<file path="src/rtl/cacheline_mem_arbiter.sv">
// -----------------------------------------------------------------------------
// cacheline_mem_arbiter
//
// Shares one cacheline-wide physical memory port between the instruction
// cache and the data cache. The data side wins by default. A starvation
// counter forces an instruction grant after STARVE_LIMIT consecutive data
// grants that were made while an instruction fetch was waiting.
//
// Only one transaction is outstanding at a time. A grant is decided in IDLE.
// The winning request (address, op, write line) is captured into registers
// that drive the memory port directly from the next cycle onward. They stay
// stable until pmem_resp.
//
// Ports
//   clk, rst            : clock, synchronous active-high reset
//   i_read, i_addr      : icache line read request
//   i_rdata, i_resp     : icache completion (rdata is zero unless resp)
//   d_read, d_write     : dcache read / writeback request (both = write)
//   d_addr, d_wdata     : dcache request address / writeback line
//   d_rdata, d_resp     : dcache completion (rdata is zero unless resp)
//   pmem_read/write     : memory strobes, held until pmem_resp
//   pmem_addr/wdata     : memory address / write line (wdata zero on reads)
//   pmem_rdata/resp     : memory read line / completion
// -----------------------------------------------------------------------------
module cacheline_mem_arbiter #(
    parameter int LINE_W       = 256,
    parameter int STARVE_LIMIT = 4
) (
    input  logic              clk,
    input  logic              rst,
    input  logic              i_read,
    input  logic [31:0]       i_addr,
    output logic [LINE_W-1:0] i_rdata,
    output logic              i_resp,
    input  logic              d_read,
    input  logic              d_write,
    input  logic [31:0]       d_addr,
    input  logic [LINE_W-1:0] d_wdata,
    output logic [LINE_W-1:0] d_rdata,
    output logic              d_resp,
    output logic              pmem_read,
    output logic              pmem_write,
    output logic [31:0]       pmem_addr,
    output logic [LINE_W-1:0] pmem_wdata,
    input  logic [LINE_W-1:0] pmem_rdata,
    input  logic              pmem_resp
);

    typedef enum logic [1:0] {
        IDLE   = 2'd0,
        I_BUSY = 2'd1,
        D_BUSY = 2'd2
    } state_t;

    localparam logic [3:0] STARVE_MAX = 4'(STARVE_LIMIT);

    state_t            state_reg;
    logic [3:0]        starve_cnt_reg;
    logic              pmem_read_reg;
    logic              pmem_write_reg;
    logic [31:0]       addr_reg;
    logic [LINE_W-1:0] wdata_reg;

    logic d_req;
    logic grant_i;
    logic grant_d;
    logic [3:0] starve_cnt_next;

    // Instruction side only wins a contested cycle once the data side has
    // used up its allowance of back-to-back grants.
    always_comb begin
        d_req   = d_read | d_write;
        grant_i = i_read & (~d_req | (starve_cnt_reg == STARVE_MAX));
        grant_d = d_req & ~grant_i;
    end

    // Counter only advances while a fetch is actually being passed over;
    // an uncontested data grant means the icache was not waiting.
    always_comb begin
        starve_cnt_next = 4'd0;
        if (i_read) begin
            starve_cnt_next = (starve_cnt_reg == STARVE_MAX) ? STARVE_MAX
                                                             : starve_cnt_reg + 4'd1;
        end
    end

    always_ff @(posedge clk) begin
        if (rst) begin
            state_reg      <= IDLE;
            starve_cnt_reg <= 4'd0;
            pmem_read_reg  <= 1'b0;
            pmem_write_reg <= 1'b0;
            addr_reg       <= 32'd0;
            wdata_reg      <= '0;
        end else begin
            case (state_reg)
                IDLE: begin
                    if (grant_i) begin
                        state_reg      <= I_BUSY;
                        starve_cnt_reg <= 4'd0;
                        pmem_read_reg  <= 1'b1;
                        pmem_write_reg <= 1'b0;
                        addr_reg       <= i_addr;
                        wdata_reg      <= '0;
                    end else if (grant_d) begin
                        // A simultaneous read+write is served as a write.
                        state_reg      <= D_BUSY;
                        starve_cnt_reg <= starve_cnt_next;
                        pmem_read_reg  <= ~d_write;
                        pmem_write_reg <= d_write;
                        addr_reg       <= d_addr;
                        wdata_reg      <= d_write ? d_wdata : '0;
                    end
                end
                I_BUSY, D_BUSY: begin
                    // Clearing the port registers on completion keeps the
                    // memory port quiet through the IDLE turnaround cycle.
                    if (pmem_resp) begin
                        state_reg      <= IDLE;
                        pmem_read_reg  <= 1'b0;
                        pmem_write_reg <= 1'b0;
                        addr_reg       <= 32'd0;
                        wdata_reg      <= '0;
                    end
                end
                default: begin
                    state_reg      <= IDLE;
                    pmem_read_reg  <= 1'b0;
                    pmem_write_reg <= 1'b0;
                    addr_reg       <= 32'd0;
                    wdata_reg      <= '0;
                end
            endcase
        end
    end

    assign pmem_read  = pmem_read_reg;
    assign pmem_write = pmem_write_reg;
    assign pmem_addr  = addr_reg;
    assign pmem_wdata = wdata_reg;

    // Completion is combinational so the owner sees it in the same cycle
    // memory answers; a response while IDLE matches no owner.
    assign i_resp = pmem_resp & (state_reg == I_BUSY);
    assign d_resp = pmem_resp & (state_reg == D_BUSY);

    // Return lines are gated to zero outside the response cycle.
    for (genvar gi = 0; gi < LINE_W; gi++) begin : g_rdata
        assign i_rdata[gi] = pmem_rdata[gi] & i_resp;
        assign d_rdata[gi] = pmem_rdata[gi] & d_resp;
    end

endmodule

</file>
<file path="config.mk">
export PLATFORM = sky130hd
export DESIGN_NAME = cacheline_mem_arbiter
export DESIGN_NICKNAME = d
export VERILOG_FILES = /design/src/rtl/cacheline_mem_arbiter.sv
export SDC_FILE = /design/constraint.sdc
export NUM_CORES = 1
export LEC_CHECK = 0
export CORE_AREA = 3 3 533 535
export DETAILED_ROUTE_END_ITERATION = 12
export DIE_AREA = 0 0 536 538
export PLACE_DENSITY = 0.3
export SYNTH_ARGS = -nofsm -noshare
export SYNTH_HDL_FRONTEND = slang
export SYNTH_SLANG_ARGS = --single-unit
</file>
<file path="constraint.sdc">
create_clock -name clk -period 2.1 [get_ports clk]
set_input_delay 0.315 -clock clk [delete_from_list [all_inputs] [get_ports clk]]
set_output_delay 0.315 -clock clk [all_outputs]
set_load 0.02 [all_outputs]
</file>
==> results.md, run 1 <==
* Top cell type's share of synthesized area at 0.4180
* Post-synth top area cell: dfxtp_1
* Setup crit start: state_reg[1]$_SDFFE_PP0P_
* Initial antenna violation count at around 110
* Syn Std Cell Area at 0.01418 sq mm
* First-pass GRT wire length at roughly 240,000 um
* Clock transition at path regs at 60 ps
* Clk_skew at 22.89 ps
* Finish-stage setup viols at 818
* RSZ-0062 raised after global routing: true
* Most Frequent Cell on Critical Path: buf_16
* Final ANT Viol Nets at 0
* Nets@finish at 3,845
* Vias in the first global route at 21,140
* Pre-antenna DRT Iters at 5
* Most frequent cells in the layout: 863 x clkdlybuf4s50_1, 372 x and3_1, 294 x dfxtp_1
* Synthesis-to-layout area growth at 167.9%
* TritonCTS buffer count at 43
* P per Cell Area at ~570 mW/mm^2
* Yosys reg bits at 296
* Post-synth cell types at 32
* Cells after synthesis at between 1,500 and 2,000
* Worst slew margin at 0.4327
* Worst hold start: rst
* Clock Latency Late Sink at 610 ps
* Post-Route WL at 194,600 um
* Failing checks: negative setup slack
* DRC Markers at 0
* Hold WS at roughly 130 ps
* Worst r2r src: state_reg[1]$_SDFFE_PP0P_
* Num ports at 1,386
* Total gr overflow at 0
* IR drop worst, VDD at ~0.48 mV
* Synth area leaders: dfxtp_1 42%, and3_1 23%, a22oi_1 14%, nor2_1 7.8%, clkbuf_1 4.8%
* Hold Crit Class: input pin to register
* MaxCap Viol Count at 0
* Worst-path fanout max at 5
* Largest net degree at the start of global routing at 70
* Final Hold Fails at 0
* Most common cell after layout, fill and taps aside: clkdlybuf4s50_1
* Vias at 21,290
* Fmax at 0.3771 GHz
* Core area at 0.2794 sq mm
* DIE AREA at 0.2884 sq mm
* Die Height at around 540 um
* Setup crit end kind: output pin
* Vias per cell at 3.028
* Clock Sinks at 296
* Max FFs per register at 256
* Lkg Pwr at 15.79 nW
* Ys Warns at 0
* Buffers on Ports at 1,385
* Final WS setup at -551.9 ps
* H-tree depth at 2
* Worst-path cell chain: inv_4 > ha_4 > buf_12 > buf_16 > buf_16 > buf_8 > buf_16 > buf_8 > and3_4 > buf_6
* Slew @ Worst Pin at 850.0 ps
* Synthesized area per cell at 8.045 sq um
* WL/cell at 27.68 um
* Starting Density at 0.05074
* CTS root buffer: clkbuf_16
* Die Wd at 536 um
* Register area share after synthesis at 0.4180
* Critical path type: register to output pin
* Clock buffer depth at 3
* Setup crit start kind: register
* Detailed placer's ending HPWL at 161,600 um
* Min cycle time layout at 2652 ps
* GRT Overall Usage at 0.1247
* CP required at 1780 ps
* Share of cells above drive strength 1 at 0.2796
* Syn Nets at between 2,000 and 2,500
* Slowest CP cell: dfxtp_4
* Outcome: finished with violations
* Period utilization at 1.263
* Starting DRC count in detailed routing at about 1,100
* CP max stage delay at 360 ps
* Count of pins over their slew limit at 0
* CTS tree: yes
* Routability cong. at about 0.87
* Rows at 194
* Final Util at 0.1359
* Critical path arrival at 2340 ps
## power by group
group          internal, W  leakage [nW]  switching (W)
clock network      0.00452         0.703        0.00312
logic              0.00378          12.7        0.00407
registers          0.00602          2.42       0.000279
total               0.0143          15.8        0.00747
## repair_timing
item                       4_1_cts  5_1_grt
setup endpoints to repair      890      903
pin swaps                        3        7
hold buffers                     0        0
setup buffers                   44       25
resized for setup             1027      809
cloned                          22       17
## cell usage after synthesis
cell      count
dfxtp_1     296
nor2b_1       1
nand2b_1      1
nor3_4        1
nand3_1      33
or3b_2        1
buf_4        11
clkbuf_1    183
ha_1          5
nor2_1      294
or3_1         1
a31oi_1       2
nor3b_1       1
o21a_1        1
or2_2         1
a22oi_1     258
nand2_1       6
and4b_1       1
a311oi_1     32
buf_1         2
nand4_1       3
a21oi_1      36
nor3_1       33
o31ai_1       1
buf_2        35
nand4b_1      1
inv_1         4
nand3b_1      1
o211ai_1      1
and2_1        3
a21o_1        1
and3_1      512
## metal layers
| layer | vias to the layer above | part of all wire | track usage |
|---|---|---|---|
| met5 | - | 0.00017 | 0 |
| met4 | 6 | 0.026 | 0.02423 |
| met3 | 297 | 0.10 | 0.04789 |
| met2 | 1351 | 0.47 | 0.2126 |
| met1 | 10190 | 0.40 | 0.1485 |
| li1 | 9443 | - | - |
## cells by family after synthesis
logic type | count (synthesis) | synth area share
AOI/OAI and AO/OA | 332 | 0.1721
and+or+nand+nor | 894 | 0.3372
buffers and inverters | 235 | 0.06823
DFF | 296 | 0.4180
adders and majority gates | 5 | 0.004413
## path summary, 6_finish.rpt
check	endpoint	slack, ps	cells after the start
worst max-delay path	i_rdata[39]	-550	10
worst min-delay path	pmem_wdata[52]$_SDFFE_PP0P_	130	2
worst max register to register	pmem_wdata[252]$_SDFFE_PP0P_	-370	12
worst min register to register	pmem_addr[22]$_SDFFE_PP0P_	490	2
## area by class of cell
type | count | area [sq um]
Timing Repair Buffer | 1682 | 17870
Clock buffer | 60 | 1251
Inverter | 4 | 17.52
Tap cell | 3724 | 4659
Sequential cell | 296 | 5931
Fill cell | 31850 | 241400
Clock inverter | 14 | 177.7
Multi-Input combinational cell | 1231 | 8018
Antenna cell | 20 | 50.05
## critical path: cells and delay by family (launching register included)
family	cells	cell delay [ps]
and+or+nand+nor	1	140
DFF	1	360
adders and majority gates	1	170
buffers and inverters	8	1010
## per-stage QoR
step / cell area [sq um] / power [W] / cells / setup WS [ps] / TNS (ps)
4_1_cts: 37110 / 0.02182 / 6978 / -697.4 / -349030
6_report: 37980 / 0.02179 / 7031 / -551.9 / -265850
5_1_grt: 37950 / 0.02281 / 7022 / -638.0 / -361190
3_3_place_gp: 34370 / 0.01356 / 6838 / -320.0 / -120620
2_1_floorplan: 14180 / 0.008874 / 1762 / 316.1 / 0
3_5_place_dp: 34370 / 0.01351 / 6838 / -326.9 / -117890
No activity file was read; power rests on OpenSTA's default activity.
==> inputs of run 2 (changes only) <==
--- a/config.mk
+++ b/config.mk
@@ -9,6 +9,7 @@
 export DETAILED_ROUTE_END_ITERATION = 12
 export DIE_AREA = 0 0 536 538
 export PLACE_DENSITY = 0.3
+export SLEW_MARGIN = 15
 export SYNTH_ARGS = -nofsm -noshare
 export SYNTH_HDL_FRONTEND = slang
 export SYNTH_SLANG_ARGS = --single-unit
==> results of run 2 <==
No change in the layout: final DEF, timing and power equal those of run 1.
